==> config.mk <==
export PLATFORM = sky130hd
export DESIGN_NAME = program_loader
export DESIGN_NICKNAME = d
export VERILOG_FILES = /design/src/rtl/definitions.sv /design/src/rtl/sat_counter.sv /design/src/rtl/program_loader.sv
export SDC_FILE = /design/constraint.sdc
export NUM_CORES = 1
export LEC_CHECK = 0
export ABC_AREA = 0
export CAP_MARGIN = 20
export CORE_ASPECT_RATIO = 1.75
export CORE_UTILIZATION = 45
export CTS_CLUSTER_DIAMETER = 40
export CTS_CLUSTER_SIZE = 16
export DETAILED_ROUTE_END_ITERATION = 12
export GPL_TIMING_DRIVEN = 0
export PLACE_DENSITY = 0.74
export SETUP_SLACK_MARGIN = 0.3
export SLEW_MARGIN = 10
export SYNTH_ARGS = -nofsm -noshare
export SYNTH_HDL_FRONTEND = slang
export SYNTH_HIERARCHICAL = 1
export SYNTH_SLANG_ARGS = --single-unit
==> constraint.sdc <==
create_clock -name clk -period 2.9 [get_ports clk]
set_input_delay 0.58 -clock clk [delete_from_list [all_inputs] [get_ports clk]]
set_output_delay 0.58 -clock clk [all_outputs]
set_load 0.05 [all_outputs]
==> src/rtl/definitions.sv <==
// Shared types for the MISC host-side program loader.
//   BYTE           : one stream/instruction byte.
//   loader_state_t : loader FSM states.
package definitions;

    typedef logic [7:0] BYTE;

    typedef enum logic [2:0] {
        IDLE,
        LOAD,
        COMMIT,
        RUN,
        DONE,
        ERROR
    } loader_state_t;

endpackage

==> src/rtl/sat_counter.sv <==
// Up-counter that sticks at all-ones instead of wrapping.
// Ports:
//   clk    : clock
//   reset  : synchronous active-high reset to zero
//   clear  : synchronous clear to zero (takes priority over enable)
//   enable : count up by one this cycle
//   count  : current (registered) count value
module sat_counter #(
    parameter int WIDTH = 32
) (
    input  logic             clk,
    input  logic             reset,
    input  logic             clear,
    input  logic             enable,
    output logic [WIDTH-1:0] count
);

    // NOTE: registered state is always assigned with <= so every flop
    // samples the values from before the edge.
    always_ff @(posedge clk) begin
        if (reset || clear) begin
            count <= '0;
        end else if (enable && (count != '1)) begin
            count <= count + 1'b1;
        end
    end

endmodule

==> src/rtl/program_loader.sv <==
// Host-side front end of the MISC core. It takes a program as a byte
// stream over a valid/ready handshake, writes it into instruction memory
// from address 0, then releases the core from reset and counts execution
// cycles until the core reports done.
// Ports:
//   clk, reset           : clock, synchronous active-high reset
//   start                : one-cycle request to begin a new load
//   s_valid/s_data/s_last: program byte stream (s_last marks final byte)
//   s_ready              : loader accepts a byte this cycle
//   imem_we/addr/wdata   : instruction-memory write port
//   core_reset           : drives MISC reset (held high except in RUN)
//   core_done            : MISC done, only observed in RUN
//   loaded_len           : bytes written by the last load
//   cycle_count          : RUN cycles before done (saturating)
//   finished             : program halted normally
//   error                : program overflowed memory before s_last
module program_loader
    import definitions::*;
#(
    parameter int ADDR_WIDTH = 10,
    parameter int DATA_WIDTH = 8,
    parameter int CYC_WIDTH  = 32
) (
    input  logic                  clk,
    input  logic                  reset,
    input  logic                  start,
    input  logic                  s_valid,
    input  logic [DATA_WIDTH-1:0] s_data,
    input  logic                  s_last,
    output logic                  s_ready,
    output logic                  imem_we,
    output logic [ADDR_WIDTH-1:0] imem_addr,
    output logic [DATA_WIDTH-1:0] imem_wdata,
    output logic                  core_reset,
    input  logic                  core_done,
    output logic [ADDR_WIDTH:0]   loaded_len,
    output logic [CYC_WIDTH-1:0]  cycle_count,
    output logic                  finished,
    output logic                  error
);

    localparam logic [ADDR_WIDTH-1:0] LAST_ADDR = '1;

    loader_state_t         state;
    logic [ADDR_WIDTH-1:0] wr_addr;
    logic                  start_accept;
    logic                  cnt_enable;
    logic                  handshake;

    // start is honoured only where a new load may begin.
    assign start_accept = start && ((state == IDLE) || (state == DONE) || (state == ERROR));
    assign cnt_enable   = (state == RUN) && !core_done;
    assign handshake    = s_valid && s_ready;

    sat_counter #(
        .WIDTH (CYC_WIDTH)
    ) u_cycle_counter (
        .clk    (clk),
        .reset  (reset),
        .clear  (start_accept),
        .enable (cnt_enable),
        .count  (cycle_count)
    );

    always_ff @(posedge clk) begin
        if (reset) begin
            // NOTE: instruction memory lives outside this block and is
            // deliberately not cleared; only control state is reset.
            state      <= IDLE;
            wr_addr    <= '0;
            s_ready    <= 1'b0;
            imem_we    <= 1'b0;
            imem_addr  <= '0;
            imem_wdata <= '0;
            core_reset <= 1'b1;
            loaded_len <= '0;
            finished   <= 1'b0;
            error      <= 1'b0;
        end else begin
            // Write strobe is a single-cycle pulse per accepted byte.
            imem_we <= 1'b0;

            case (state)
                IDLE, DONE, ERROR: begin
                    if (start) begin
                        state      <= LOAD;
                        s_ready    <= 1'b1;
                        wr_addr    <= '0;
                        loaded_len <= '0;
                        finished   <= 1'b0;
                        error      <= 1'b0;
                    end
                end

                LOAD: begin
                    if (handshake) begin
                        imem_we    <= 1'b1;
                        imem_addr  <= wr_addr;
                        imem_wdata <= s_data;
                        wr_addr    <= wr_addr + 1'b1;
                        // One bit wider than the address so a full
                        // memory reports N rather than wrapping to 0.
                        loaded_len <= {1'b0, wr_addr} + 1'b1;
                        if (s_last) begin
                            state   <= COMMIT;
                            s_ready <= 1'b0;
                        end else if (wr_addr == LAST_ADDR) begin
                            state   <= ERROR;
                            s_ready <= 1'b0;
                            error   <= 1'b1;
                        end
                    end
                end

                // The final byte's write strobe is on the bus this cycle;
                // the core leaves reset only once it has landed.
                COMMIT: begin
                    state      <= RUN;
                    core_reset <= 1'b0;
                end

                RUN: begin
                    if (core_done) begin
                        state      <= DONE;
                        core_reset <= 1'b1;
                        finished   <= 1'b1;
                    end
                end

                default: begin
                    state      <= IDLE;
                    s_ready    <= 1'b0;
                    core_reset <= 1'b1;
                end
            endcase
        end
    end

endmodule

==> flow_metrics.py, run 1 <==
metrics = {
    "pwr": {
        "irDropWorstVdd_v": 0.000307,
        "leakagePower_nw": 1.44,
        "power_per_cell_area_nw_per_um2": 460,
    },
    "synthesis": {
        "netlist-cell-type-count": 60,
        "synth.top_cell.area_share_pct": 41.8,
        "dominantRegCellSynth": "sky130_fd_sc_hd__dfxtp_1",
        "synthesis.yosys.warnings": 6,
        "synth-seq-cells": 69,
        "netlist_instances": 380,
        "synth_edf_count": 0,
        "synth_area_leaders": "sky130_fd_sc_hd__dfxtp_1, sky130_fd_sc_hd__a21oi_1, sky130_fd_sc_hd__nand2_1",
        "synthDominantAreaCellType": "sky130_fd_sc_hd__dfxtp_1",
        "async_reset_ff_share_pct": 0,
        "synthesis.area_per_instance_um2": 8.70,
        "netlist_top_cells_count": "sky130_fd_sc_hd__dfxtp_1, sky130_fd_sc_hd__nand2_1, sky130_fd_sc_hd__a21oi_1",
        "postSynthNetCount": 396,
        "post_synth_design_cell_area_um2": 3310,
        "synth.yosys.seq_area_share_pct": 41.8,
        "synth.most_common_cell": "sky130_fd_sc_hd__dfxtp_1",
    },
    "route": {
        "drt_iter0_markers": 182,
        "highest-signal-layer": "met4",
        "avgViaCountPerCell": 5.83,
        "met3_wire_len_um": 367,
        "detailedRoute.firstPassIterationCount": 5,
        "post-route-drc-count": 0,
        "met1Wirelength_um": 3440,
        "route.vias.total": 3263,
        "routed-wl-met2_um": 5220,
        "drt-total-wl_um": 9270,
        "drtAntennaViolNets": 0,
        "routedWlPerCell_um": 16.6,
    },
    "min_path": {
        "min-delay-start": "imem_addr[4]$_SDFFE_PP0P_",
        "min_path_type": "reg -> reg",
        "hold-path-endpoint": "imem_addr[4]$_SDFFE_PP0P_",
        "hold-path-cell-count": 2,
    },
    "layout": {
        "seq_area_um2": 1380,
        "utilization_pct": 62.4,
        "layout-drive-gt1-share_pct": 11.0,
        "fill_cell_count": 674,
        "synthToLayoutAreaGrowth_pct": 35.5,
        "insertedDiodeCount": 0,
        "area_used_by_multi_input_combinational_logic_um2": 1780,
        "final_non_filler_cell_total": 560,
        "finish.net_count": 486,
    },
    "clocking": {
        "clock_insertion_delay_worst_skew_ns": 0.33,
        "post_cts_hold_fix_bufs": 0,
        "clock_path_buffers": 2,
        "cts.clk_slew.worst_paths_ns": 0.05,
        "ctsHtreeMaxLevel": 3,
        "clock_tree_from_tritoncts": "built",
        "post_cts.resized_instances": 2,
        "cts.root.buffer_cell": "sky130_fd_sc_hd__clkbuf_16",
        "cts_inserted_buffers": 9,
        "cts_post_setup_buffers_inserted": 0,
        "tritoncts_num_sinks": 69,
    },
    "timing": {
        "final-hold-violation-count": 0,
        "period_needed_ns": 2.43,
        "setup_viol_count_final": 0,
        "final_critical_path_setup_slack_ns": 0.469,
        "worst_pin_slew_ns": 0.616,
        "slew_headroom_pct": 57.8,
        "rsz0062_at_grt": "no",
        "setup_total_negative_slack_ns": 0,
        "layout_worst_path_cycle_share_pct": 83.8,
        "fmaxAchievable_mhz": 411,
        "slew_violations": 0,
        "skew_ns": 0.00421,
    },
    "global_route": {
        "antenna_found_initial": 0,
        "first_global_vias": 3227,
        "grt_remaining_overflow": 0,
        "pin_count_of_the_biggest_net_entering_global_routing": 11,
        "grtUsageTotal_pct": 26.0,
        "grt_pass1_wl_um": 15100,
    },
    "place": {
        "pre_cts_ws_ns": -0.471,
        "placedCellCount": 545,
        "numPortBuffers": 79,
        "gp_congestion": 0.949,
        "place.detailed.hpwl_um": 6820,
    },
    "setup_path": {
        "crit_path_end_kind": "flip-flop",
        "timing.critical_path.required_ns": 3.11,
        "reg2reg_end": "u_cycle_counter/count[0]$_SDFFE_PP0P_",
        "worst_setup_path_start_kind": "input pin",
        "crit-reg2reg-launch": "u_cycle_counter/count[0]$_SDFFE_PP0P_",
        "critical_path.max_fanout": 8,
        "path_class": "in -> reg",
        "cp.arrival_ns": 2.65,
        "reg2reg_slack_ns": 0.59,
        "rr_worst_depth": 9,
    },
    "die": {
        "top_level_ports": 80,
        "core-area_um2": 7180,
        "initial_core_util_pct": 46.0,
        "std_cell_rows": 41,
        "floorplan_die_area_um2": 7710,
        "height_of_the_die_um": 115,
        "dieWidth_um": 66.8,
    },
    "job": {
        "cap_violations": 0,
    },
    "status": {
        "status": "finished, final reports clean",
    },
}
power by group:
group / internal [mW] / switching (mW)
clock: 0.594 / 0.372
combinational: 0.0468 / 0.0839
sequential: 0.956 / 0.00751
state kept, by name, summed over array words and instances, names as in the netlist:
name	flops
loaded_len	11
s_ready	1
finished	1
imem_addr	10
core_reset	1
state	3
imem_wdata	8
error	1
u_cycle_counter/count	32
imem_we	1
cell type report:
cell class,instances,share of cell area (%)
inverter,7,0.586
buffer,23,3.02
sequential,69,30.8
multi-input combinational,281,39.7
timing repair buffer,79,17.6
clock buffer,13,5.58
tap,86,2.40
clock inverter,2,0.223
metal layers:
metal | global-route usage, % | vias up
met5 | 0 | -
met4 | 15.9 | 0
met3 | 5.26 | 19
met2 | 47.6 | 102
met1 | 25.9 | 1553
li1 | - | 1589
logic make-up after synthesis:
kind of cell | count (synthesis) | share of synthesized area (%)
and+or+nand+nor | 166 | 28.8
AOI/OAI and AO/OA | 99 | 20.1
DFF | 69 | 41.8
buffers and inverters | 30 | 4.88
xor gates and xnor gates | 14 | 3.71
adders and majority gates | 2 | 0.757
worst max-delay path by stage:
stage	start	endpoint
2_1_floorplan	u_cycle_counter/count[0]$_SDFFE_PP0P_	u_cycle_counter/count[0]$_SDFFE_PP0P_
3_3_place_gp	core_done	u_cycle_counter/count[28]$_SDFFE_PP0P_
3_5_place_dp	core_done	u_cycle_counter/count[28]$_SDFFE_PP0P_
4_1_cts	core_done	u_cycle_counter/count[28]$_SDFFE_PP0P_
5_1_grt	start	u_cycle_counter/count[14]$_SDFFE_PP0P_
6_report	core_done	u_cycle_counter/count[28]$_SDFFE_PP0P_
critical path: stages:
cell,delay [ns]
sky130_fd_sc_hd__clkdlybuf4s50_1,0.56
sky130_fd_sc_hd__nor3_4,0.41
sky130_fd_sc_hd__nand3_2,0.30
sky130_fd_sc_hd__nor3_2,0.39
sky130_fd_sc_hd__a31oi_1,0.17
sky130_fd_sc_hd__a41o_1,0.23
cells in the final DEF, fill, tap and decap left out, drive strengths merged, types with 10 or more instances in the layout:
cell type	netlist	layout
a21oi	48	48
buf	16	16
clkbuf	7	20
clkdlybuf4s50	0	79
dfxtp	69	69
nand2	56	56
nand3	13	13
nand4	16	16
nor2	20	20
o21ai	13	13
o31ai	14	14
or3	10	10
or4	13	13
xnor2	11	11
metrics by stage:
step / cell area (um2) / power (mW) / hold WS, ns
2_1_floorplan: 3310 / 1.06 / 0.522
5_1_grt: 4480 / 2.14 / 0.472
4_1_cts: 4480 / 2.08 / 0.453
6_report: 4480 / 2.06 / 0.453
3_5_place_dp: 4210 / 1.11 / 0.446
3_3_place_gp: 4210 / 1.11 / 0.441
Note: power is estimated with default switching activity, not from simulation.
==> inputs of run 2 (changes only) <==
--- a/config.mk
+++ b/config.mk
@@ -13,7 +13,7 @@
 export CTS_CLUSTER_SIZE = 16
 export DETAILED_ROUTE_END_ITERATION = 12
 export GPL_TIMING_DRIVEN = 0
-export PLACE_DENSITY = 0.74
+export PLACE_DENSITY = 0.77
 export SETUP_SLACK_MARGIN = 0.3
 export SLEW_MARGIN = 10
 export SYNTH_ARGS = -nofsm -noshare
==> constraint.sdc (replaced) <==
create_clock -name clk -period 2.2 [get_ports clk]
set_input_delay 0.44 -clock clk [delete_from_list [all_inputs] [get_ports clk]]
set_output_delay 0.44 -clock clk [all_outputs]
set_load 0.05 [all_outputs]
==> flow_metrics.py, run 2 (synthesized netlist as in run 1, its figures left out) <==
metrics = {
    "status": {
        "status": "finished, final reports clean",
    },
    "setup_path": {
        "path_class": "reg -> reg",
        "rr_worst_depth": 9,
        "cp.arrival_ns": 2.16,
        "timing.critical_path.required_ns": 2.45,
        "reg2reg_end": "u_cycle_counter/count[19]$_SDFFE_PP0P_",
        "crit-reg2reg-launch": "u_cycle_counter/count[1]$_SDFFE_PP0P_",
        "crit_path_end_kind": "flip-flop",
        "critical_path.max_fanout": 5,
        "reg2reg_slack_ns": 0.29,
        "worst_setup_path_start_kind": "flip-flop",
    },
    "pwr": {
        "intPower_mw": 2.17,
        "irDropWorstVdd_v": 0.000383,
        "p_comb_share_pct": 6.5,
        "power.switching_fraction_pct": 22.4,
        "leakagePower_nw": 1.99,
        "power.share.sequential_pct": 45.3,
        "power_per_cell_area_nw_per_um2": 577,
        "share_clk_of_total_power_pct": 48.3,
        "power.switching_mw": 0.624,
    },
    "global_route": {
        "grtUsageTotal_pct": 27.1,
        "grt_remaining_overflow": 0,
        "antenna_found_initial": 0,
        "grt_pass1_wl_um": 15500,
        "pin_count_of_the_biggest_net_entering_global_routing": 11,
        "first_global_vias": 3269,
    },
    "timing": {
        "setup_viol_count_final": 0,
        "finalHoldWorstSlack_ns": 0.450,
        "layout_worst_path_cycle_share_pct": 86.6,
        "slew_headroom_pct": 60.5,
        "final_critical_path_setup_slack_ns": 0.294,
        "fmaxAchievable_mhz": 525,
        "worst_pin_slew_ns": 0.593,
        "slew_violations": 0,
        "skew_ns": 0.00911,
        "final-hold-violation-count": 0,
        "period_needed_ns": 1.91,
        "rsz0062_at_grt": "yes",
    },
    "layout": {
        "finish.net_count": 503,
        "design_area_um2": 4840,
        "layout-drive-gt1-share_pct": 25.3,
        "fill_cell_count": 597,
        "seq_area_um2": 1440,
        "largest_reg_flops": 32,
        "reg.largest.list": "u_cycle_counter/count: 32 flops, loaded_len: 11 flops, imem_addr: 10 flops",
        "regMostFlops": "u_cycle_counter/count",
        "area_used_by_multi_input_combinational_logic_um2": 1930,
        "insertedDiodeCount": 0,
        "synthToLayoutAreaGrowth_pct": 46.3,
        "most-common-layout-cells": "sky130_fd_sc_hd__dlygate4sd2_1, sky130_fd_sc_hd__nand2_1, sky130_fd_sc_hd__a21oi_1",
        "layout.cells.most_common": "sky130_fd_sc_hd__dlygate4sd2_1",
    },
    "route": {
        "avgViaCountPerCell": 5.98,
        "post-route-drc-count": 0,
        "route.vias.total": 3450,
        "routedWlPerCell_um": 17.7,
        "detailedRoute.firstPassIterationCount": 5,
        "drt_iter0_markers": 267,
        "drt-total-wl_um": 10200,
        "drtAntennaViolNets": 0,
    },
    "die": {
        "std_cell_rows": 41,
        "initial_core_util_pct": 46.0,
        "core-area_um2": 7180,
        "floorplan_die_area_um2": 7710,
        "dieWidth_um": 66.8,
        "top_level_ports": 80,
        "height_of_the_die_um": 115,
    },
    "clocking": {
        "tritoncts_num_sinks": 69,
        "cts.clk_slew.worst_paths_ns": 0.06,
        "post_cts_hold_fix_bufs": 0,
        "clock_path_buffers": 2,
        "clock_tree_from_tritoncts": "built",
        "cts_inserted_buffers": 9,
        "cts.root.buffer_cell": "sky130_fd_sc_hd__clkbuf_16",
        "clock_insertion_delay_worst_skew_ns": 0.33,
        "ctsHtreeMaxLevel": 3,
    },
    "place": {
        "place.detailed.hpwl_um": 6790,
        "pre_cts_ws_ns": -0.365,
        "numPortBuffers": 79,
        "gp_congestion": 0.913,
        "detailed_place.area_um2": 4290,
    },
    "min_path": {
        "min-delay-start": "imem_wdata[6]$_SDFFE_PP0P_",
        "min_path_type": "reg -> reg",
        "hold-path-endpoint": "imem_wdata[6]$_SDFFE_PP0P_",
        "hold-path-cell-count": 2,
    },
    "job": {
        "cap_violations": 0,
    },
}
==> run 2: how the worst max path moves through the flow <==
stage | from | slack, ns | cells past startpoint | to
4_1_cts | u_cycle_counter/count[17]$_SDFFE_PP0P_ | 0.27 | 1 | cycle_count[17]
6_report | u_cycle_counter/count[1]$_SDFFE_PP0P_ | 0.29 | 9 | u_cycle_counter/count[19]$_SDFFE_PP0P_
2_1_floorplan | u_cycle_counter/count[4]$_SDFFE_PP0P_ | 0.28 | 8 | u_cycle_counter/count[0]$_SDFFE_PP0P_
3_5_place_dp | core_done | -0.36 | 6 | u_cycle_counter/count[28]$_SDFFE_PP0P_
3_3_place_gp | core_done | -0.36 | 6 | u_cycle_counter/count[28]$_SDFFE_PP0P_
5_1_grt | u_cycle_counter/count[0]$_SDFFE_PP0P_ | 0.24 | 9 | u_cycle_counter/count[2]$_SDFFE_PP0P_
==> run 2: per-layer routing <==
layer	part of all wire, %	up-vias	wire length [um]	global-route usage [%]
met5	0	-	0	0
met4	3.3	0	333	18.0
met3	5.0	29	513	5.16
met2	55	150	5650	51.2
met1	37	1642	3740	25.1
li1	-	1629	-	-
==> run 2: what timing repair did <==
action,4_1_cts,5_1_grt
pin swaps,7,10
gates cloned,2,0
resized for setup,86,33
setup endpoints to repair,92,35
hold endpoints to repair,0,0
buffers inserted,10,5
==> run 2: through the flow <==
| step | cells | power [mW] | utilization (%) | TNS, ns |
|---|---|---|---|---|
| 3_5_place_dp | 545 | 1.46 | 59.7 | -6.41 |
| 3_3_place_gp | 545 | 1.46 | 59.7 | -6.40 |
| 2_1_floorplan | 380 | 1.39 | - | 0 |
| 4_1_cts | 572 | 2.81 | 65.6 | 0 |
| 6_report | 577 | 2.79 | 67.4 | 0 |
| 5_1_grt | 577 | 2.88 | 67.4 | 0 |
==> run 2: critical path, cell delays in order, from the launching register on <==
cell                      delay [ns]
sky130_fd_sc_hd__dfxtp_4        0.35
sky130_fd_sc_hd__ha_4           0.16
sky130_fd_sc_hd__and3_4         0.18
sky130_fd_sc_hd__buf_6          0.12
sky130_fd_sc_hd__nand4_4        0.10
sky130_fd_sc_hd__o31ai_4        0.10
sky130_fd_sc_hd__buf_4          0.16
sky130_fd_sc_hd__buf_6          0.13
sky130_fd_sc_hd__or4_1          0.40
sky130_fd_sc_hd__a21oi_1        0.13
==> run 2: power by group through the flow <==
stage / Combinational (mW) / Sequential [mW] / Clock (mW)
after floorplan: 0.0770 / 1.31 / 0
after global placement: 0.169 / 1.29 / 0
after detailed placement: 0.169 / 1.29 / 0
after CTS: 0.174 / 1.26 / 1.37
after global routing: 0.190 / 1.26 / 1.42
final: 0.180 / 1.26 / 1.35
==> run 2: final cells by class <==
cell class | instances | area share (%)
multi-input combinational | 281 | 39.8
sequential | 69 | 29.8
timing repair buffer | 96 | 18.2
clock buffer | 14 | 5.66
buffer | 23 | 3.60
tap | 86 | 2.22
inverter | 7 | 0.543
clock inverter | 1 | 0.103
